`config.mk`:
```
export PLATFORM = sky130hd
export DESIGN_NAME = sfa_cmd_issuer
export DESIGN_NICKNAME = d
export VERILOG_FILES = /design/src/rtl/sfa_cmd_pkg.sv /design/src/rtl/sfa_cmd_word_rom.sv /design/src/rtl/sfa_cmd_issuer.sv
export SDC_FILE = /design/constraint.sdc
export NUM_CORES = 1
export LEC_CHECK = 0
export CAP_MARGIN = 20
export CORE_MARGIN = 2
export CORE_UTILIZATION = 25
export CTS_CLUSTER_SIZE = 12
export DETAILED_ROUTE_END_ITERATION = 10
export PLACE_DENSITY = 0.48
export SLEW_MARGIN = 20
export SYNTH_ARGS = -nofsm -noshare
export SYNTH_HDL_FRONTEND = slang
export SYNTH_SLANG_ARGS = --single-unit
```
`constraint.sdc`:
```
create_clock -name ACLK -period 4.2 [get_ports ACLK]
set_clock_uncertainty 0.05 [all_clocks]
set_input_delay 0.42 -clock ACLK [delete_from_list [all_inputs] [get_ports ACLK]]
set_output_delay 0.42 -clock ACLK [all_outputs]
set_load 0.01 [all_outputs]
```
`src/rtl/sfa_cmd_pkg.sv`:
```
// ---------------------------------------------------------------------------
// sfa_cmd_pkg
// Shared definitions for the SFA control command stream. The issuer and the
// controller both import this package so that opcodes stay consistent.
//   - opcode constants for every instruction word
//   - status codes reported by the issuer
//   - bit offsets of the fields in the 128-bit job descriptor
//   - issuer state enum and word-sequence constants
// ---------------------------------------------------------------------------
package sfa_cmd_pkg;

    // Opcodes (upper half of each 32-bit instruction word)
    localparam logic [15:0] OP_VSET       = 16'h0001;
    localparam logic [15:0] OP_VSTART     = 16'h0003;
    localparam logic [15:0] OP_VDONE      = 16'h0008;
    localparam logic [15:0] OP_PR_SIZE    = 16'h0010;
    localparam logic [15:0] OP_BC1_INDEX  = 16'h0011;
    localparam logic [15:0] OP_BC1_SIZE   = 16'h0012;
    localparam logic [15:0] OP_BC1_STRIDE = 16'h0013;
    localparam logic [15:0] OP_BC1_MODE   = 16'h0014;
    localparam logic [15:0] OP_BC2_INDEX  = 16'h0021;
    localparam logic [15:0] OP_BC2_SIZE   = 16'h0022;
    localparam logic [15:0] OP_BC2_STRIDE = 16'h0023;
    localparam logic [15:0] OP_BC2_MODE   = 16'h0024;

    // Status codes
    localparam logic [1:0] STAT_OK      = 2'b00;
    localparam logic [1:0] STAT_BAD_RET = 2'b01;
    localparam logic [1:0] STAT_TIMEOUT = 2'b10;

    // Descriptor field offsets (LSB of each field)
    localparam int unsigned DESC_PR_SIZE_LSB    = 0;
    localparam int unsigned DESC_BC1_INDEX_LSB  = 16;
    localparam int unsigned DESC_BC1_SIZE_LSB   = 32;
    localparam int unsigned DESC_BC1_STRIDE_LSB = 48;
    localparam int unsigned DESC_BC2_INDEX_LSB  = 64;
    localparam int unsigned DESC_BC2_SIZE_LSB   = 80;
    localparam int unsigned DESC_BC2_STRIDE_LSB = 96;
    localparam int unsigned DESC_BC1_MODE_BIT   = 112;
    localparam int unsigned DESC_BC2_MODE_BIT   = 113;
    localparam int unsigned DESC_IN1_LSB        = 114;
    localparam int unsigned DESC_IN2_LSB        = 116;
    localparam int unsigned DESC_MUX_BIT        = 118;
    localparam int unsigned DESC_OUT_LSB        = 119;

    // Bits [127:121] carry nothing, so only the low 121 bits are stored.
    localparam int unsigned DESC_USED_WIDTH = 121;

    // Word sequence: indices 0-8 configure, 9 VSET, 10 VSTART, 11 VDONE
    localparam int unsigned NUM_CONFIG_WORDS = 9;
    localparam logic [3:0]  LAST_WORD_INDEX  = 4'd11;

    typedef enum logic [1:0] {
        IDLE,
        ISSUE,
        WAIT_RET,
        REPORT
    } issuer_state_t;

    function automatic logic is_config_word(input logic [3:0] index);
        return index < 4'(NUM_CONFIG_WORDS);
    endfunction

endpackage

```
`src/rtl/sfa_cmd_word_rom.sv`:
```
// ---------------------------------------------------------------------------
// sfa_cmd_word_rom
// Purely combinational encoder: maps a word index (0-11) and the stored job
// descriptor to the 32-bit instruction word {opcode, operand}. Keeps the
// sequencer FSM free of encoding details.
// Ports:
//   index  in   4    word position in the sequence
//   desc   in   121  descriptor (ignored top bits already stripped)
//   word   out  32   instruction word; 0 for indices above 11
// ---------------------------------------------------------------------------
module sfa_cmd_word_rom
    import sfa_cmd_pkg::*;
(
    input  logic [3:0]                 index,
    input  logic [DESC_USED_WIDTH-1:0] desc,
    output logic [31:0]                word
);

    always_comb begin
        word = 32'h0;
        case (index)
            4'd0:  word = {OP_PR_SIZE,    desc[DESC_PR_SIZE_LSB    +: 16]};
            4'd1:  word = {OP_BC1_INDEX,  desc[DESC_BC1_INDEX_LSB  +: 16]};
            4'd2:  word = {OP_BC1_SIZE,   desc[DESC_BC1_SIZE_LSB   +: 16]};
            4'd3:  word = {OP_BC1_STRIDE, desc[DESC_BC1_STRIDE_LSB +: 16]};
            4'd4:  word = {OP_BC1_MODE,   15'b0, desc[DESC_BC1_MODE_BIT]};
            4'd5:  word = {OP_BC2_INDEX,  desc[DESC_BC2_INDEX_LSB  +: 16]};
            4'd6:  word = {OP_BC2_SIZE,   desc[DESC_BC2_SIZE_LSB   +: 16]};
            4'd7:  word = {OP_BC2_STRIDE, desc[DESC_BC2_STRIDE_LSB +: 16]};
            4'd8:  word = {OP_BC2_MODE,   15'b0, desc[DESC_BC2_MODE_BIT]};
            // VSET operand packs the routing fields: IN1 at [13:12],
            // IN2 at [11:10], MUX at [2], OUT at [1:0].
            4'd9:  word = {OP_VSET, 2'b00,
                           desc[DESC_IN1_LSB +: 2],
                           desc[DESC_IN2_LSB +: 2],
                           7'b0,
                           desc[DESC_MUX_BIT],
                           desc[DESC_OUT_LSB +: 2]};
            4'd10: word = {OP_VSTART, 16'h0};
            4'd11: word = {OP_VDONE,  16'h0};
            default: word = 32'h0;
        endcase
    end

endmodule

```
`src/rtl/sfa_cmd_issuer.sv`:
```
// ---------------------------------------------------------------------------
// sfa_cmd_issuer
// Host-side initiator for the SFA command stream. Accepts one job descriptor,
// expands it into 12 instruction words (9 config, VSET, VSTART, VDONE),
// waits for the controller's return word and reports a status upstream.
// Optional feature macro: SFA_CMD_SKIP_UNCHANGED_EN -- skip config words
// whose operand matches the last value the controller accepted.
// Parameters:
//   RET_TIMEOUT  cycles to wait for the return word (0 = wait forever)
//   RET_EXPECT   return value reported as OK
// Ports:
//   ACLK, ARESET                      clock, synchronous active-high reset
//   sJOB_tvalid/tready/tdata[127:0]   job descriptor input
//   mCMD_tvalid/tready/tdata[31:0]    instruction word output
//   sRet_tvalid/tready/tdata[31:0]    return word input
//   mSTAT_tvalid/tready               status output handshake
//   mSTAT_code[1:0], mSTAT_ret[31:0]  status code and captured return word
// ---------------------------------------------------------------------------
module sfa_cmd_issuer
    import sfa_cmd_pkg::*;
#(
    parameter int unsigned RET_TIMEOUT = 1024,
    parameter logic [31:0] RET_EXPECT  = 32'd10
) (
    input  logic         ACLK,
    input  logic         ARESET,

    input  logic         sJOB_tvalid,
    output logic         sJOB_tready,
    input  logic [127:0] sJOB_tdata,

    output logic         mCMD_tvalid,
    input  logic         mCMD_tready,
    output logic [31:0]  mCMD_tdata,

    input  logic         sRet_tvalid,
    output logic         sRet_tready,
    input  logic [31:0]  sRet_tdata,

    output logic         mSTAT_tvalid,
    input  logic         mSTAT_tready,
    output logic [1:0]   mSTAT_code,
    output logic [31:0]  mSTAT_ret
);

    localparam bit          TIMEOUT_EN   = (RET_TIMEOUT != 0);
    localparam logic [31:0] TIMEOUT_LAST = 32'(RET_TIMEOUT - 1);

    issuer_state_t              state;
    logic [DESC_USED_WIDTH-1:0] desc_reg;
    logic [3:0]                 word_index;
    logic                       cmd_valid;
    logic [31:0]                cmd_data;
    logic [31:0]                ret_timer;
    logic [1:0]                 stat_code;
    logic [31:0]                stat_ret;

    logic [3:0]                 load_index;
    logic [DESC_USED_WIDTH-1:0] load_desc;
    logic [31:0]                load_word;
    logic                       load_skip;
    logic                       cmd_accept;
    logic                       timeout_hit;
    logic                       unused_desc_bits;

    assign unused_desc_bits = ^sJOB_tdata[127:DESC_USED_WIDTH];

    // The output register is always loaded with the *next* word to present:
    // word 0 from the incoming descriptor when a job is accepted, otherwise
    // the word after the current one from the stored descriptor.
    assign load_index = (state == IDLE) ? 4'd0 : 4'(word_index + 4'd1);
    assign load_desc  = (state == IDLE) ? sJOB_tdata[DESC_USED_WIDTH-1:0] : desc_reg;

    sfa_cmd_word_rom u_word_rom (
        .index (load_index),
        .desc  (load_desc),
        .word  (load_word)
    );

    assign cmd_accept  = cmd_valid && mCMD_tready;
    assign timeout_hit = TIMEOUT_EN && (state == WAIT_RET) && !sRet_tvalid
                         && (ret_timer == TIMEOUT_LAST);

`ifdef SFA_CMD_SKIP_UNCHANGED_EN
    logic [15:0]                 shadow_operand [NUM_CONFIG_WORDS];
    logic [NUM_CONFIG_WORDS-1:0] shadow_valid;

    // A config word is redundant when the controller already holds the same
    // operand from an earlier accepted word.
    always_comb begin
        load_skip = 1'b0;
        if (is_config_word(load_index)) begin
            load_skip = shadow_valid[load_index]
                        && (shadow_operand[load_index] == load_word[15:0]);
        end
    end

    // A timeout leaves the controller's state unknown, so forget everything.
    always_ff @(posedge ACLK) begin
        if (ARESET) begin
            shadow_valid <= '0;
        end else if (timeout_hit) begin
            shadow_valid <= '0;
        end else if (cmd_accept && is_config_word(word_index)) begin
            shadow_valid[word_index]   <= 1'b1;
            shadow_operand[word_index] <= cmd_data[15:0];
        end
    end
`else
    assign load_skip = 1'b0;
`endif

    // Sequencer. In ISSUE the register pair (cmd_valid, cmd_data) holds the
    // word at word_index; it advances on a handshake, or unconditionally when
    // the current slot is a skipped word (cmd_valid low).
    always_ff @(posedge ACLK) begin
        if (ARESET) begin
            state      <= IDLE;
            desc_reg   <= '0;
            word_index <= '0;
            cmd_valid  <= 1'b0;
            cmd_data   <= '0;
            ret_timer  <= '0;
            stat_code  <= STAT_OK;
            stat_ret   <= '0;
        end else begin
            case (state)
                IDLE: begin
                    if (sJOB_tvalid) begin
                        desc_reg   <= sJOB_tdata[DESC_USED_WIDTH-1:0];
                        word_index <= '0;
                        cmd_data   <= load_word;
                        cmd_valid  <= !load_skip;
                        state      <= ISSUE;
                    end
                end

                ISSUE: begin
                    if (cmd_accept && (word_index == LAST_WORD_INDEX)) begin
                        cmd_valid <= 1'b0;
                        ret_timer <= '0;
                        state     <= WAIT_RET;
                    end else if (cmd_accept || !cmd_valid) begin
                        word_index <= load_index;
                        cmd_data   <= load_word;
                        cmd_valid  <= !load_skip;
                    end
                end

                WAIT_RET: begin
                    // A return word arriving on the expiry cycle still wins.
                    if (sRet_tvalid) begin
                        stat_ret  <= sRet_tdata;
                        stat_code <= (sRet_tdata == RET_EXPECT) ? STAT_OK : STAT_BAD_RET;
                        state     <= REPORT;
                    end else if (timeout_hit) begin
                        stat_ret  <= '0;
                        stat_code <= STAT_TIMEOUT;
                        state     <= REPORT;
                    end else begin
                        ret_timer <= ret_timer + 32'd1;
                    end
                end

                REPORT: begin
                    if (mSTAT_tready) begin
                        state <= IDLE;
                    end
                end

                default: state <= IDLE;
            endcase
        end
    end

    assign sJOB_tready  = (state == IDLE);
    assign sRet_tready  = (state == WAIT_RET);
    assign mSTAT_tvalid = (state == REPORT);
    assign mCMD_tvalid  = cmd_valid;
    assign mCMD_tdata   = cmd_data;
    assign mSTAT_code   = stat_code;
    assign mSTAT_ret    = stat_ret;

endmodule

```
==> summary.md <==
| Metric | Value |
|---|---|
| Status | finished clean |
| Yosys reg bits | 216 |
| Chip height | 199.0 microns |
| RSZ-0062 raised after global routing | false |
| FP Rows | 71 |
| CTS tree | built |
| First-pass GRT wire length | 48230 microns |
| Pin count of the biggest net entering global routing | 78 |
| I/O Pins | 236 |
| Root buffer cell | clkbuf_16 |
| Die X | 199.0 microns |
| Crit end category | register |
| Nets | 1511 |
| Setup_tns | 0 ns |
| DR DRC count | 0 |
| Port Buffers | 218 |
| Clock-pin slew on the worst setup and hold paths | 0.06 ns |
| CP cell instances | buf_4 > ha_2 > buf_4 > mux2_2 > a222oi_1 > o21ai_0 > a22o_1 |
| Mux cell area share after synthesis | 5.040% |
| Top cell type's share of synthesized area | 45.48% |
| Hold bufs inserted after CTS | 0 |
| Compound-Gate Fraction of Synth Area | 20.09% |
| Worst Setup Path Type | reg2reg |
| Pre-antenna DRT Iters | 6 |
| CP max stage cell | a222oi_1 |
| Gr usage total | 15.68% |
| Measured slew at the worst slew-check pin | 0.9327 ns |
| CP Launch Type | register |
| Die area | 39610 sq um |
| Tcrit/Tclk final | 69.77% |
| Main combinational cell family by area after synthesis | simple AND/OR/NAND/NOR gates |
| Worst Hold Class | in2reg |
| Post-synthesis adder-cell area fraction | 0.7896% |
| Area grow syn2layout | 36.24% |
| Slew headroom | 37.82% |
| Setup bufs post-CTS | 0 |
| Placed Area | 12090 sq um |
| Initial Util | 25.30% |
| Post-Synth XOR/XNOR Area | 1.829% |
| Core ar. | 37580 sq um |
| Post-synth EDFFs | 0 |
| Fin. max-slew vios | 0 |
| Fmax | 341.3 MHz |
| Grt total ovfl | 0 |
| Synth cell count leaders | nand2_1, dfxtp_1, a21oi_1 |
| CTS buffer count | 27 |
| Post-Synth Simple-Gate Area | 21.54% |
| Initial antenna violation count | 0 |
| LEAKAGE | 4.533 nW |
| DR WL/cell | 17.09 microns |
| Cell taking the most area after synthesis | dfxtp_1 |
| PwrDens | 555.6 nW/um^2 |
| Share of synthesized registers carrying an async set or reset | 0% |
| Fin area | 12950 sq um |
| Routability Congestion | 0.7701 |
| CP Max Fanout | 24 |
| Vias per cell | 4.681 |
| Final hold violations | 0 |
| Synth Instances | 1156 |
| Warnings, synthesis | 0 |
| Area contributors post-synth | dfxtp_1, nand2_1, a21oi_1, mux2i_1, a22o_1 |
| Netlist cell types | 67 |
| Share of cells above drive strength 1 | 6.922% |
| CTS sink cnt | 216 |
| Crit-path most repeated cell | buf_4 |
| CTS resizes | 0 |
| H-Tree Depth | 1 |
| ANT cells | 0 |
| Tmin final | 2.930 ns |
| Dpl hpwl | 23050 microns |
| Worst skew pair latency | 0.55 ns |
| Initial drt markers | 647 |
| Synthesized cell area | 9508 sq um |
| Vias | 8748 |
| Mean Syn Cell Area | 8.225 sq um |
| Top_reg_cell synth | dfxtp_1 |
| Critical Path AT | 3.31 ns |
| Max Root-Sink Buffers | 3 |
| Setup-failing EPs final | 0 |
| Max cap viols | 0 |
| Number of nets still failing antenna checks after routing | 0 |
| Top-count cell post-synth | nand2_1 |
| Seq/Total Area, Yosys | 45.48% |
| CP max stage delay | 0.60 ns |
| Max reg flops | 121 |
| Critical path required time | 4.58 ns |
| Vias in the first global route | 8395 |
| Maximum VDD drop | 0.2555 mV |
| Overall routed net length | 31940 microns |
path summary, 6_finish.rpt:
check,start,endpoint,slack (ns),cells past startpoint
max,word_index[0]$_SDFFE_PP0P_,mCMD_tdata[3]$_SDFFE_PP0P_,1.27,7
max reg2reg,word_index[0]$_SDFFE_PP0P_,mCMD_tdata[3]$_SDFFE_PP0P_,1.27,7
min,sJOB_tdata[31],desc_reg[31]$_SDFFE_PP0P_,0.36,3
min reg2reg,desc_reg[71]$_SDFFE_PP0P_,desc_reg[71]$_SDFFE_PP0P_,0.40,2
cell type report:
class,count,area (sq um)
inverters,11,41.29
clock inverters,12,105.1
fillers,3975,24620
well taps,511,639.4
clock buffers,36,759.5
multi-input cells,845,4742
repair buffers,238,2342
flip-flops and latches,216,4324
metrics by stage:
stage          std cells  hold WS [ns]  power [mW]  utilization [%]  setup WS [ns]
2_1_floorplan       1165        0.3821       3.993                -          2.068
3_3_place_gp        1821        0.3907       5.009            32.17          1.296
3_5_place_dp        1821        0.3939       5.026            32.17          1.233
4_1_cts             1869        0.3382       7.322            34.47          1.265
5_1_grt             1869        0.3541       7.624            34.47          1.089
6_report            1869        0.3608       7.198            34.47          1.270
kinds of logic (layout without fill, tap and decap cells):
family,count (synthesis),count (layout)
AO/OA/AOI/OAI,305,305
XOR/XNOR,19,19
adder cells (fa/ha/maj),6,6
buffers and inverters,104,297
flip-flops,216,216
multiplexers,47,47
other,1,10
AND/OR/NAND/NOR,458,458
worst max-delay path: cells and delay by family, from the launching register on:
family                   cells  cell delay, ns
AO/OA/AOI/OAI                3            0.99
adder cells (fa/ha/maj)      1            0.57
buffers and inverters        2            0.51
multiplexers                 1            0.37
flip-flops                   1            0.30
placed cells by master (no fill, tap or decap), types with 11 or more instances in the layout:
master / netlist / final
nand2b_1: 11 / 11
buf_4: 15 / 20
clkdlybuf4s50_1: 0 / 217
xnor2_1: 16 / 16
o21ai_0: 36 / 36
a21oi_1: 154 / 154
nand3_1: 13 / 13
dfxtp_1: 216 / 216
nand4_1: 11 / 11
mux2i_1: 40 / 40
a211oi_1: 11 / 11
nor4_1: 17 / 17
nand2_1: 306 / 305
nor2_1: 47 / 46
clkbuf_16: 0 / 27
a221oi_1: 11 / 11
a22o_1: 40 / 40
where the power goes:
part           total (mW)  leakage, nW  internal [mW]  switching, mW
Sequential           2.61         1.76           2.40          0.212
Combinational        2.33         2.34          0.916           1.42
Clock                2.26        0.429           1.33          0.926
layer usage:
layer / up-vias / wire (microns) / GRT usage [%]
met5: - / 0 / 0
met4: 0 / 699 / 3.538
met3: 32 / 1854 / 2.865
met2: 238 / 14820 / 26.33
met1: 4081 / 14560 / 20.86
li1: 4397 / - / -
No activity file was read; power rests on OpenSTA's default activity.
==> RTL change 1: new RTL, config.mk and constraints unchanged <==
Set the package constant `DESC_MUX_BIT` to 59 (it was 118).
--- a/src/rtl/sfa_cmd_pkg.sv
+++ b/src/rtl/sfa_cmd_pkg.sv
@@ -42,3 +42,3 @@
     localparam int unsigned DESC_IN2_LSB        = 116;
-    localparam int unsigned DESC_MUX_BIT        = 118;
+    localparam int unsigned DESC_MUX_BIT        = 59;
     localparam int unsigned DESC_OUT_LSB        = 119;
Function: no difference found for any inputs over 4 cycles, from zero or initial values and one cycle with ARESET high; that may be too few to reach the edited logic, so the function may still have changed.
==> RTL change 1 against the original RTL <==
  * Worst setup slack worse by 0.20 ns
  * Wire length grew 2.7%
  * Sequential cell count shrank 1
  * Worst hold slack lost 0.12 ns
  * Cell area fell by 0.49%
  * Via count is 2.1% higher
  * Total power up 4.2%
  * Count of clock-buffer cells in the layout decreased by 1
  * Global-route usage grew 0.62 points
  * Maximum frequency fell by 6.5%
  * Synthesized area decreased by 1.3%
  * Largest cell class unchanged
  * Largest power group unchanged
  * Highest routed layer unchanged
==> RTL change 1: results (changes against the original RTL) <==
* Placed cell area at 11910 um2 (-1.5%)
* Layout cells sized above 1 at 5.874% (-1.0 points)
* Multiplexer area fraction after synthesis at 4.106% (-0.93 points)
* Compound-Gate Fraction of Synth Area at 20.17% (+0.076 points)
* DP HPWL at 23490 um (+1.9%)
* Worst hold path class: in -> reg
* Cts bufs inserted at 26 (-3.7%)
* Skew-Pair Late Insertion Delay at 0.56 ns
* Number of H-tree levels at 1 (unchanged)
* CTS Buffer Depth at 3 (unchanged)
* Critical Path Slowest Stage Cell: ha_2
* Root Buffer: clkbuf_16
* Vias per cell at 4.924 (+5.2%)
* Routability cong. at 0.8231 (+6.9%)
* Synth cell types at 65 (-3.0%)
* Seq/Total Area, Yosys at 45.86% (+0.38 points)
* Arr. time, crit path at 3.54 ns (+0.23 ns)
* CTS resizes at 0 (unchanged)
* First-pass GRT wire length at 50250 um (+4.2%)
* Initial antenna violation count at 0 (unchanged)
* Yosys warnings at 0 (unchanged)
* Post-route insts no fill at 1813 (-3.0%)
* Worst Path Max Fanout at 21 (-13%)
* Status: completed
* Largest net degree at the start of global routing at 100 (+28%)
* Max reg flops at 120 (-0.83%)
* Ys async rst share at 0% (unchanged)
* Area contributors post-synth: dfxtp_1 46%, nand2_1 12%, a21oi_1 7.9%
* WL/cell at 18.09 um (+5.8%)
* 1st-pass router iterations at 5 (-1)
* Fillers at 3923 (-1.3%)
* Max IR drop VDD at 276.8 uV (+8.4%)
* Post-CTS Setup Repair Bufs at 0 (unchanged)
* Number of global-route vias before repair at 8757 (+4.3%)
* Starting DRT DRC Count at 539 (-17%)
* CP peak stage delay at 0.65 ns (+0.05 ns)
* Inserted Diodes at 0 (unchanged)
* Area share of fa/ha/maj cells after synthesis at 0.7999% (+0.010 points)
* Xor and xnor area share after synthesis at 1.680% (-0.15 points)
* Port Buffers at 217 (-0.46%)
* Pleak at 4.417 nW (-2.6%)
* Post-synth top flop: dfxtp_1
* Top cells by count, synth: 307 x nand2_1, 215 x dfxtp_1, 148 x a21oi_1
* Worst-Margin Slew at 1.011 ns (+0.07860 ns)
* Clk pin slew, worst setup/hold paths at 0.06 ns (about the same)
* Total Routing Usage GR at 16.30% (+0.62 points)
* Post-Synthesis Cells at 1150 (-0.52%)
* Nets at 1497 (-0.93%)
==> RTL change 1: cell count changes after synthesis, sizes merged, moves of 7 or more <==
cell / change
a211oi: -8
a21oi: -7
a221oi: +17
a22o: -7
buf: -10
clkbuf: +12
nand3: +7
o21ai: -14
==> RTL change 1: critical path: cells and delay by family (launching register included) <==
kind	cells	cell delay, ns
compound gates	3	1.13
fa+ha+maj	1	0.65
buf+inv	1	0.41
flops	1	0.38
simple gates	2	0.41
==> RTL change 1: final timing paths <==
path	to	depth (start not counted)	slack, ns	start
worst max-delay path	mCMD_tdata[7]	7	1.07	word_index[1]
worst min-delay path	mCMD_tdata[18]	2	0.24	ARESET
worst max register to register	mCMD_tdata[7]	7	1.07	word_index[1]
worst min register to register	desc_reg[21]	2	0.40	desc_reg[21]
==> RTL change 1: cell type report <==
cell class | instances | area (um2) | share of cell area [%]
Clock inverter | 13 | 247.7 | 1.922
Inverter | 7 | 26.28 | 0.2038
Clock buffer | 35 | 724.4 | 5.620
Multi-Input combinational cell | 842 | 4700 | 36.46
Sequential cell | 215 | 4304 | 33.39
Tap cell | 468 | 585.6 | 4.543
Timing Repair Buffer | 233 | 2302 | 17.86
==> RTL change 1: cell families after synthesis <==
logic type               count (synthesis)
adder cells (fa/ha/maj)                  6
AO/OA/AOI/OAI                          295
buffers and inverters                  102
flip-flops                             215
XOR/XNOR                                18
AND/OR/NAND/NOR                        475
multiplexers                            38
other                                    1
==> RTL change 1: per-layer routing <==
layer	up-vias	track usage, %	wire [um]
li1	4392	-	-
met1	4232	21.04	14750
met2	257	27.37	15090
met3	47	4.037	2264
met4	0	3.732	680
met5	-	0	0
==> RTL change 1: where the power goes <==
| group | total (mW) | switching (mW) | internal, mW | leakage (nW) |
|---|---|---|---|---|
| registers | 2.60 | 0.220 | 2.38 | 1.75 |
| clock network | 2.51 | 0.928 | 1.59 | 0.463 |
| logic | 2.39 | 1.47 | 0.912 | 2.20 |
==> RTL change 1: through the flow <==
step | worst slack [ns] | power [mW]
after floorplan | 1.873 | 4.024
after global placement | 1.072 | 5.022
after detailed placement | 1.048 | 5.052
after CTS | 1.033 | 7.596
after global routing | 0.8335 | 7.933
final | 1.066 | 7.500
==> RTL change 2: new RTL, same settings <==
Without the edit above. One comparison of `ret_timer` changes from == to >=.
--- a/src/rtl/sfa_cmd_issuer.sv
+++ b/src/rtl/sfa_cmd_issuer.sv
@@ -81,3 +81,3 @@
     assign timeout_hit = TIMEOUT_EN && (state == WAIT_RET) && !sRet_tvalid
-                         && (ret_timer == TIMEOUT_LAST);
+                         && (ret_timer >= TIMEOUT_LAST);
 
Formal check against the unedited RTL: same outputs for any inputs over 4 cycles, from zero or initial values and one cycle with ARESET high; that may be too few to reach the edited logic, so the function may still have changed.
==> RTL change 2 against the original RTL <==
  * Largest cell class unchanged
  * Total power down 1.1%
  * Sequential power about the same
  * Sequential cell count unchanged
  * Largest power group unchanged
  * Count of clock-buffer cells in the layout unchanged
  * Worst setup slack worse by 0.23 ns
  * Cell area down 3.8%
  * Synthesized cell count down 5.0%
  * Synthesized area down 4.1%
  * Wire length down 0.47%
==> RTL change 2: results (changes against the original RTL) <==
* Critical Path Start: word_index[1]
* Starting DRT DRC Count at 559 (-14%)
* Layout cells sized above 1 at 5.672% (-1.2 points)
* Nets at 1444 (-4.4%)
* Clk pin slew, worst setup/hold paths at 0.06 ns (about the same)
* Number of multi-input logic gates at 789 (-6.6%)
* Max-slew headroom at 35.02% (-2.8 points)
* Seq/Total Area, Yosys at 47.44% (+2.0 points)
* Hold path depth at 2 (-1)
* Setup ws final at 1.036 ns (-0.2337 ns)
* Routability cong. at 0.8127 (+5.5%)
* Worst Path Max Fanout at 18 (-25%)
* Clk cell area share at 6.839% (+0.17 points)
* Internal Pwr Total at 4.672 mW (+0.60%)
* Met3 routed WL at 1372 um (-26%)
* Inserted Diodes at 1 (+1)
* Synth cell types at 68 (+1.5%)
* Skew-Pair Late Insertion Delay at 0.52 ns (-0.03 ns)
* Hold Path End: mSTAT_ret[1]
* Area contributors post-synth: dfxtp_1 47%, nand2_1 12%, a21oi_1 8.2%
* Non-Clock Buffer Count at 231 (-2.9%)
* Status: completed
* Multi-input logic area at 4375 um2 (-7.7%)
* First-pass GRT wire length at 48000 um (-0.47%)
* Cts bufs inserted at 24 (-11%)
* CP peak stage delay at 0.71 ns (+0.11 ns)
* Ys async rst share at 0% (unchanged)
* Pleak at 4.396 nW (-3.0%)
* Number of H-tree levels at 1 (unchanged)
* Arr. time, crit path at 3.55 ns (+0.24 ns)
* Vias per cell at 4.839 (+3.4%)
* Max IR drop VDD at 236.8 uV (-7.3%)
* Die ar. at 38000 um2 (-4.0%)
* DR top layer: met4
* Largest net degree at the start of global routing at 79 (+1.3%)
* WL final at 31790 um (-0.47%)
* DR WL met2 at 14420 um (-2.7%)
* Fillers at 3746 (-5.8%)
* DRT met1 WL at 15200 um (+4.4%)
* DP HPWL at 22720 um (-1.4%)
* Hold Startpoint: ARESET
* 1st-pass router iterations at 5 (-1)
* Non-clock buffer share at 18.38% (+0.30 points)
* Total Routing Usage GR at 16.05% (+0.37 points)
* Top cells by count, synth: 292 x nand2_1, 216 x dfxtp_1, 150 x a21oi_1
* Critical Path Slowest Stage Cell: nor2_1
* Non-CTS inverters at 10 (-1)
* Reg-to-reg endpoint: mCMD_tdata[4]
* Number of global-route vias before repair at 8129 (-3.2%)
* DP Worst Slack at 1.108 ns (-0.1250 ns)
* Initial antenna violation count at 1 (+1)
* Reg2Reg Depth at 7 (unchanged)
* TNS Setup at 0 ns (unchanged)
## RTL change 2: cell types whose count changed after synthesis, sizes merged, moves of 8 or more
cell    delta
xnor2     -15
nand2b     -9
nand2     -14
o21ai     -13
a22o       -8
mux2i     -12
o22ai      -8
nor3       +8
nor2      -22
and2      +21
## RTL change 2: through the flow
step	utilization (%)	power (mW)	area, um2	instances	hold WS [ns]
after global placement	32.46	4.863	11600	1707	0.3893
after global routing	34.86	7.517	12460	1749	0.3936
final	34.86	7.118	12460	1749	0.3836
after CTS	34.85	7.197	12460	1748	0.3742
after detailed placement	32.47	4.872	11600	1707	0.3951
after floorplan	-	3.915	9149	1107	0.3802
## RTL change 2: layer usage
| layer | vias to the layer above | global-route usage (%) |
|---|---|---|
| li1 | 4194 | - |
| met1 | 4016 | 22.69 |
| met2 | 207 | 25.63 |
| met3 | 47 | 2.169 |
| met4 | 0 | 4.184 |
| met5 | - | 0 |
## RTL change 2: logic make-up (layout without fill, tap and decap cells)
family	after synthesis	count (layout)	share of synthesized area, %
AND/OR/NAND/NOR	438	438	21.67
multiplexers	35	35	3.940
XOR/XNOR	2	2	0.1922
other	1	11	0.04114
buffers and inverters	102	282	5.120
adder cells (fa/ha/maj)	6	6	0.8236
AO/OA/AOI/OAI	298	298	20.77
flip-flops	216	216	47.44
## RTL change 2: worst max-delay path, delay by kind of cell, from the launching register on
kind / cells / cell delay, ns
simple gates: 2 / 1.04
compound gates: 3 / 0.70
fa+ha+maj: 1 / 0.58
flops: 1 / 0.51
buf+inv: 1 / 0.20
## RTL change 2: power groups by stage
stage	Combinational, mW	Sequential [mW]	Clock [mW]
floorplan	1.30	2.61	0
global placement	2.23	2.64	0
detailed placement	2.23	2.64	0
CTS	2.24	2.60	2.36
global route	2.44	2.64	2.44
finish	2.22	2.60	2.30
